--- src/rtl/univ_shift_reg.sv ---
// Universal WIDTH-bit register: hold, load, shifts, rotates, arithmetic shift right and clear,
// plus a saturating shift counter so a controller can sequence serial<->parallel conversion.
`timescale 1ns/1ps
module univ_shift_reg #(
  parameter int               WIDTH     = 8,
  parameter logic [WIDTH-1:0] RESET_VAL = '0
) (
  input  logic                         clk,
  input  logic                         rst,
  input  logic                         en,
  input  logic [2:0]                   mode,
  input  logic [WIDTH-1:0]             d,
  input  logic                         sin_l,
  input  logic                         sin_r,
  output logic [WIDTH-1:0]             q,
  output logic                         sout_l,
  output logic                         sout_r,
  output logic [$clog2(WIDTH+1)-1:0]   cnt,
  output logic                         full
);

  localparam int CW = $clog2(WIDTH+1);

  typedef enum logic [2:0] {
    MODE_HOLD = 3'b000,
    MODE_LOAD = 3'b001,
    MODE_SHL  = 3'b010,
    MODE_SHR  = 3'b011,
    MODE_ROL  = 3'b100,
    MODE_ROR  = 3'b101,
    MODE_ASR  = 3'b110,
    MODE_CLR  = 3'b111
  } mode_e;

  logic [WIDTH-1:0] q_q, q_d;
  logic [CW-1:0]    cnt_q, cnt_d;
  logic [CW-1:0]    cnt_inc;
  mode_e            mode_sel;

  assign mode_sel = mode_e'(mode);

  // Counter parks at WIDTH; q keeps shifting after that.
  assign cnt_inc = (cnt_q == CW'(WIDTH)) ? cnt_q : cnt_q + CW'(1);

  always_comb begin
    // NOTE: every output of this block gets a default first so no path leaves it unassigned (no latch).
    q_d   = q_q;
    cnt_d = cnt_q;
    if (en) begin
      case (mode_sel)
        MODE_HOLD: ;
        MODE_LOAD: begin
          q_d   = d;
          cnt_d = '0;
        end
        MODE_SHL: begin
          q_d   = {q_q[WIDTH-2:0], sin_r};
          cnt_d = cnt_inc;
        end
        MODE_SHR: begin
          q_d   = {sin_l, q_q[WIDTH-1:1]};
          cnt_d = cnt_inc;
        end
        MODE_ROL: begin
          q_d   = {q_q[WIDTH-2:0], q_q[WIDTH-1]};
          cnt_d = cnt_inc;
        end
        MODE_ROR: begin
          q_d   = {q_q[0], q_q[WIDTH-1:1]};
          cnt_d = cnt_inc;
        end
        MODE_ASR: begin
          q_d   = {q_q[WIDTH-1], q_q[WIDTH-1:1]};
          cnt_d = cnt_inc;
        end
        MODE_CLR: begin
          q_d   = '0;
          cnt_d = '0;
        end
        default: ;
      endcase
    end
  end

  // NOTE: state flops use non-blocking assignments so all registers update together at the edge.
  always_ff @(posedge clk) begin
    if (rst) begin
      q_q   <= RESET_VAL;
      cnt_q <= '0;
    end else begin
      q_q   <= q_d;
      cnt_q <= cnt_d;
    end
  end

  assign q      = q_q;
  assign sout_l = q_q[WIDTH-1];
  assign sout_r = q_q[0];
  assign cnt    = cnt_q;
  assign full   = (cnt_q == CW'(WIDTH));

endmodule
--- config.mk ---
export PLATFORM = sky130hd
export DESIGN_NAME = univ_shift_reg
export DESIGN_NICKNAME = d
export VERILOG_FILES = /design/src/rtl/univ_shift_reg.sv
export SDC_FILE = /design/constraint.sdc
export NUM_CORES = 1
export LEC_CHECK = 0
export CORE_AREA = 2 2 46 48
export DETAILED_ROUTE_END_ITERATION = 7
export DIE_AREA = 0 0 48 50
export GPL_ROUTABILITY_DRIVEN = 0
export PLACE_DENSITY = 0.89
export SLEW_MARGIN = 10
export SYNTH_ARGS = -nofsm -noshare
export SYNTH_HDL_FRONTEND = slang
export SYNTH_SLANG_ARGS = --single-unit
--- constraint.sdc ---
create_clock -name clk -period 4 [get_ports clk]
set_clock_uncertainty 0.2 [all_clocks]
set_input_delay 0.8 -clock clk [delete_from_list [all_inputs] [get_ports clk]]
set_output_delay 0.8 -clock clk [all_outputs]
set_load 0.03 [all_outputs]
==> out/qor.csv <==
metric;value;unit
status;finished clean;
data required time of the critical path;3.00;ns
Initial Utilization;0.457;
CP max stage cell;clkdlybuf4s50_1;
mapped cell area;868;sq um
share of cells above drive strength 1;0.0620;
FF-to-FF path depth;6;
Clock Tree Root;clkbuf_4;
FMAX;362;MHz
final instance area;1170;sq um
crit-path cells;inv_1 > ha_1 > nand3b_1 > inv_1 > clkdlybuf4s50_1;
final-report hold violation count;0;
TritonCTS Sinks;12;
Layout Cells excl Fill;156;
CTS buffer count;3;
max_cap viols;0;
Mean Syn Cell Area;8.35;sq um
I/O pins;31;
Hold WS;0.333;ns
final net count;149;
Reg2Reg Setup Slack;2.22;ns
Synth cell types;36;
clock period minus worst slack;2.76;ns
ys flop type;dfxtp_1;
via count;907;
CTS Hold Buffers Added;0;
TNS Setup;0;ns
CTS Buffer Depth;2;
most used cell, CP;inv_1;
Final Cycle Share;0.691;
Remaining Overflow, GRT;0;
Overall Power;0.000316;W
cell total after placement;153;
largest net degree at the start of global routing;21;
Hold Path Class;flop to flop;
FFs w/ async S/R, synth;0;
htree depth;1;
Mapped Cells;104;
initial antenna violation count;0;
Overall Global Routing Usage;0.199;
RSZ-0062 raised after global routing;no;
area share of the largest cell type after synthesis;0.277;
row count;16;
Worst-Margin Slew;0.804;ns
Power Density;271;nW/um^2
register area;240;sq um
count of buffers from port buffering;30;
hold depth;2;
area of the multi-input gates;543;sq um
Synth Warn #;0;
most area-consuming cells after synthesis;dfxtp_1 (28%), a221oi_1 (7.1%), mux2i_1 (6.9%), o21ai_1 (5.8%), nor3_1 (4.0%);
number of global-route vias before repair;808;
CTS resizes;0;
first-pass GRT wire length;3.47;mm
via/cell ratio;5.81;
worst skew pair latency;0.26;ns
DIE WIDTH;48;microns
#FFs+latches synth;12;
drt pass-1 iters;4;
Rel. slew slack;0.462;
CTS tree;built;
CP Class;flop to primary output;
syn_nets;122;
Antenna diodes;0;
DPL Wire Length;1.63;mm
Reg clk slew, reported paths;0.07;ns
Detailed Route Iter0 Violations;19;
postcts setup bufs;0;
core area;1900;sq um
Setup crit start kind;flop;
cell count along the critical path;5;
endpoint class of the critical path;primary output;
CP max stage delay;0.59;ns
DP Area;1140;sq um
Antenna Nets Post-Route;0;
Area Overhead vs Synth;34.3;%
die outline height;50;microns
Routed WL;2.22;mm
Arr. time, crit path;1.76;ns
Pleak;0.425;nW
Final setup violation count;0;
DR WL/cell;14.2;microns
CP max FO;6;
Post-synth EDFFs;0;
area leader, netlist;dfxtp_1;
Crit path max-delay family;buffers and inverters;
Filler cells;168;
max-slew violations;0;
CP bufs+invs;3;
die area;2400;sq um
Peak supply drop;0.167;mV
sequential share of the synthesized area;0.277;
DRC;0;
tightest hold or removal path: stages (launching register included):
cell and delay [ns]:
dfxtp_1 0.34, nor2_1 0.11, nor3_1 0.04
metal layers:
| metal | track usage | wire length [microns] | vias to the layer above |
|---|---|---|---|
| li1 | - | - | 439 |
| met2 | 0.302 | 1070 | 33 |
| met1 | 0.260 | 990 | 431 |
| met3 | 0.0366 | 116 | 4 |
| met4 | 0.0991 | 36 | 0 |
| met5 | 0 | 0 | - |
power breakdown:
group	internal (W)	leakage (nW)	switching, W
Clock	0.0000347	0.0138	0.0000387
Combinational	0.0000491	0.313	0.0000568
Sequential	0.000127	0.0985	0.0000103
Total	0.000211	0.425	0.000106
worst paths after layout:
check                 startpoint                  end
max reg2reg  cnt[0]$_SDFFE_PP0P_  cnt[1]$_SDFFE_PP0P_
min            q[1]$_SDFFE_PP0P_    q[1]$_SDFFE_PP0P_
min reg2reg    q[1]$_SDFFE_PP0P_    q[1]$_SDFFE_PP0P_
max          cnt[0]$_SDFFE_PP0P_                 full
layout make-up:
cell class	count	share of cell area
clock buffer	3	0.0193
inverter	7	0.0225
multi-input combinational	77	0.466
sequential	12	0.206
tap	27	0.0290
timing repair buffer	30	0.258
metrics by stage:
stage	utilization	setup slack, ns
detailed placement	0.601	0.976
global placement	0.601	1.03
global route	0.613	1.10
floorplan	-	1.90
CTS	0.613	1.23
finish	0.613	1.24
Yosys cell counts, drive strengths merged, types with 3 or more instances:
cell / count
a21oi: 5
mux2i: 6
dfxtp: 12
a221oi: 7
nor2: 9
nor3: 7
nand3b: 3
o21ai: 11
buf: 7
nand2b: 3
nand2: 3
inv: 7
flip-flops by register name, indices dropped and copies added, names as in the netlist:
name	flops
q	8
cnt	4
cells by family (layout without fill, tap and decap cells):
| kind of cell | after synthesis | after routing | share of synthesized area |
|---|---|---|---|
| AO/OA/AOI/OAI | 32 | 32 | 0.281 |
| AND/OR/NAND/NOR | 35 | 35 | 0.218 |
| flip-flops | 12 | 12 | 0.277 |
| multiplexers | 6 | 6 | 0.0692 |
| XOR/XNOR | 2 | 2 | 0.0288 |
| adder cells (fa/ha/maj) | 2 | 2 | 0.0288 |
| buffers and inverters | 15 | 40 | 0.0980 |
placed cells by master (no fill, tap or decap):
master,Yosys,layout
a21oi_1,5,5
and2_4,1,1
nand3_1,2,2
nor3_1,7,7
xnor2_2,1,1
ha_1,2,2
a21o_1,1,1
o32ai_2,1,1
a2111oi_4,1,1
nand4b_1,1,1
o41ai_1,1,1
clkbuf_4,0,3
nand4_1,1,1
clkdlybuf4s50_1,0,30
a221o_1,1,1
dfxtp_1,12,12
nand3b_1,3,3
mux2i_1,6,6
o31a_1,1,1
a221oi_1,7,7
nor2_1,8,8
and2_1,1,1
o31ai_1,1,1
a32oi_1,1,1
xnor2_1,1,1
inv_1,7,7
nand2b_1,3,3
nand2_1,3,3
nor2b_1,2,2
o21ai_1,10,10
o211ai_1,1,1
nor2_2,1,1
o21ai_0,1,1
or3_1,2,2
Note: power is estimated with default switching activity, not from simulation.
==> RTL change 1 (same settings) <==
Set the parameter `WIDTH` to 4 (it was 8).
--- a/src/rtl/univ_shift_reg.sv
+++ b/src/rtl/univ_shift_reg.sv
@@ -4,3 +4,3 @@
 module univ_shift_reg #(
-  parameter int               WIDTH     = 8,
+  parameter int               WIDTH     = 4,
   parameter logic [WIDTH-1:0] RESET_VAL = '0
Ports: changed (resized cnt, d and q); port bits go from 31 to 22. The function was not compared with the original's and may differ.
==> RTL change 1 against the original RTL <==
Sequential share of layout area decreased by 2.1 points. Sequential cell count decreased by 5. Power decreased by 33%. Design area decreased by 35%. Area after synthesis decreased by 37%. Die area unchanged. Global-route usage decreased by 7.1 points. Setup slack improved by 130 ps. Register-to-register slack improved by 260 ps. Wire length decreased by 39%. Largest cell class unchanged. Largest power group unchanged.
==> RTL change 1: results (changes against the original RTL) <==
Seq area share=0.185 (was 0.206); post-synth cell types=29 (was 36); Worst EP arrival=1640 ps (was 1760 ps); Post-Syn Nets=87 (was 122); top cells by area, synth=dfxtp_1, a21oi_1, o21ai_0, inv_1, xnor2_1 (was dfxtp_1, a221oi_1, mux2i_1, o21ai_1, nor3_1); DP HPWL=1.09 mm (was 1.63 mm); multi-input logic portion of the cell area=0.424 (was 0.466); input/output buffers=21 (was 30); placed cell count=113 (was 153); clock share of power=0.309 (was 0.232); Place WS=1380 ps (was 976 ps); Buffers, non-clock=21 (was 30); CP max FO=4 (was 6); worst-margin pin slew=515 ps (was 804 ps); max reg flops=4 (was 8); Routed Wire Length=1.35 mm (was 2.22 mm); register area share after synthesis=0.257 (was 0.277); clock transition at the registers of the reported paths=50 ps (was 70 ps); worst hold path type=reg2reg (unchanged); Max IR drop VDD=0.126 mV (was 0.167 mV); layout cells sized above 1=0.0444 (was 0.0620); comb_multi_in=51 (was 77); Via density=4.76 (was 5.81); largest net degree at the start of global routing=17 (was 21); status=completed (unchanged); vias in the first global route=560 (was 808); Filler Cells Inserted=184 (was 168); combinational power=0.0000676 W (was 0.000106 W); Tot GR Track Use=0.128 (was 0.199); Final Core Density=0.399 (was 0.613); wire length of the first global-routing pass=2.27 mm (was 3.47 mm); Int Pwr=0.000144 W (was 0.000211 W); Layout clock buffers=4 (was 3); Post-DP Area=732 um^2 (was 0.00114 mm^2)
## RTL change 1: cell families (layout without fill, tap and decap cells)
logic type               Yosys count  count (layout)  synth area share
flip-flops                         7               7             0.257
XOR/XNOR                           3               3            0.0483
buffers and inverters             15              32             0.152
adder cells (fa/ha/maj)            2               2            0.0460
AND/OR/NAND/NOR                   16              16             0.140
AO/OA/AOI/OAI                     30              30             0.356
## RTL change 1: worst max-delay path, cell delays in order, from the launching register on
cell	delay [ps]
dfxtp_1	380
inv_1	80
ha_1	190
nand2_1	110
inv_1	50
clkdlybuf4s50_1	580
## RTL change 1: final timing paths
check	start	endpoint	slack (ps)	depth (start not counted)
setup / recovery	cnt[0]	full	1360	5
hold / removal	cnt[0]	cnt[0]	330	2
setup reg to reg	cnt[0]	cnt[2]	2480	6
hold reg to reg	cnt[0]	cnt[0]	330	2
## RTL change 1: routing by layer
metal,GRT usage,vias up,routed length (um)
met3,0.0549,2,69
li1,-,294,-
met4,0.0631,0,19
met1,0.148,245,560
met2,0.196,16,697
met5,0,-,0
==> RTL change 2 (same settings) <==
Made on the original files. Register the input `mode` before use, without a reset. The logic sees it one clock later. The other inputs are not delayed to match.
--- a/src/rtl/univ_shift_reg.sv
+++ b/src/rtl/univ_shift_reg.sv
@@ -34,2 +34,8 @@
 
+  logic [2:0] mode_q;
+
+  always_ff @(posedge clk) begin
+    mode_q <= mode;
+  end
+
   logic [WIDTH-1:0] q_q, q_d;
@@ -39,3 +45,3 @@
 
-  assign mode_sel = mode_e'(mode);
+  assign mode_sel = mode_e'(mode_q);
 
Check against the original RTL: not equivalent (a bounded check fails within 4 cycles, from zero or initial values and one cycle with rst high).
==> RTL change 2 against the original RTL <==
Sequential share of layout area rose by 4.2 points. Cell count rose by 0.64%. Power rose by 7.1%. Synthesized cell count fell by 1.9%. Setup slack improved by 6.9 ps. Maximum frequency rose by 0.25%. Wire length fell by 3.2%. Area after synthesis rose by 3.9%. Design area rose by 3.6%. Sequential cell count rose by 3. Die area did not move. Largest cell class unchanged. Highest routed layer unchanged.
==> RTL change 2: results (changes against the original RTL) <==
Filler Cells Inserted=166 (was 168); reg2reg setup slack=1890 ps (was 2220 ps); Post-Syn Nets=120 (was 122); clock transition at the registers of the reported paths=90 ps (was 70 ps); top cells by area, synth=dfxtp_1, a221oi_1, mux2i_1, nand2_1, o21ai_0 (was dfxtp_1, a221oi_1, mux2i_1, o21ai_1, nor3_1); clk_lat worst skew=280 ps (was 260 ps); Tot GR Track Use=0.210 (was 0.199); Routed Wire Length=2.15 mm (was 2.22 mm); initial DRC count=18 (was 19); largest net degree at the start of global routing=20 (was 21); vias in the first global route=861 (was 808); mux contribution to synthesized area=0.0666 (was 0.0692); Max IR drop VDD=0.178 mV (was 0.167 mV); Post-CTS Setup Inserts=0 (unchanged); post-synth cell types=38 (was 36); Post-DP Area=0.00118 mm^2 (was 0.00114 mm^2); Post-Synth Adder-Cell Area=0.0277 (was 0.0288); post-synthesis compound-gate area fraction=0.259 (was 0.281); relative slew slack=0.496 (was 0.462); worst hold slack=331 ps (was 333 ps); CTS Buf Count=3 (unchanged); layout cells sized above 1=0.0769 (was 0.0620); Int Pwr=0.000236 W (was 0.000211 W); Leak Pwr=0.449 nW (was 0.425 nW); TritonRoute pass-1 iters=5 (was 4); Via Count=886 (was 907); XOR/XNOR Fraction of Synth Area=0.0277 (was 0.0288); register area share after synthesis=0.333 (was 0.277); status=completed (unchanged); wire length of the first global-routing pass=3.73 mm (was 3.47 mm); DP HPWL=1.57 mm (was 1.63 mm)
[RTL change 2: worst paths after layout]
check,start,end,cells past startpoint
max,cnt[0],full,5
min,q[0],q[0],2
max reg2reg,mode_q[0],cnt[3],4
min reg2reg,q[0],q[0],2
[RTL change 2: final cells by class]
type | instances | share of cell area
clock buffer | 4 | 0.0217
inverter | 5 | 0.0155
multi-input combinational | 76 | 0.438
sequential | 15 | 0.248
tap | 27 | 0.0280
timing repair buffer | 30 | 0.248
[RTL change 2: kinds of logic (layout without fill, tap and decap cells)]
group / count (synthesis) / in the layout
AO/OA/AOI/OAI: 32 / 32
AND/OR/NAND/NOR: 34 / 34
flip-flops: 15 / 15
adder cells (fa/ha/maj): 2 / 2
multiplexers: 6 / 6
XOR/XNOR: 2 / 2
buffers and inverters: 11 / 39
[RTL change 2: worst max-delay path, delay by kind of cell, from the launching register on]
kind / cells / cell delay, ps
AND/OR/NAND/NOR: 1 / 160
buffers and inverters: 3 / 690
adder cells (fa/ha/maj): 1 / 190
flip-flops: 1 / 430
[RTL change 2: power groups by stage]
stage               clock [W]  combinational, W  sequential, W
floorplan                   0         0.0000452       0.000176
global placement            0         0.0000800       0.000173
detailed placement          0         0.0000818       0.000173
CTS                 0.0000888         0.0000822       0.000170
global route        0.0000948         0.0000889       0.000172
finish              0.0000876         0.0000819       0.000170
[RTL change 2: routing by layer]
metal  wire length [um]  GRT usage  share of wire  vias up
li1                   -          -              -      433
met1                882      0.266           0.41      417
met2               1100      0.340           0.51       34
met3                145     0.0623          0.068        2
met4                 17     0.0495         0.0079        0
met5                  0          0              0        -
[RTL change 2: metrics by stage]
step,setup slack [ps],total power (W),cells,utilization
after floorplan,1900,0.000222,102,-
after global placement,1510,0.000253,153,0.622
after detailed placement,1470,0.000255,153,0.622
after CTS,1230,0.000341,157,0.636
after global routing,1170,0.000356,157,0.636
final,1240,0.000339,157,0.636
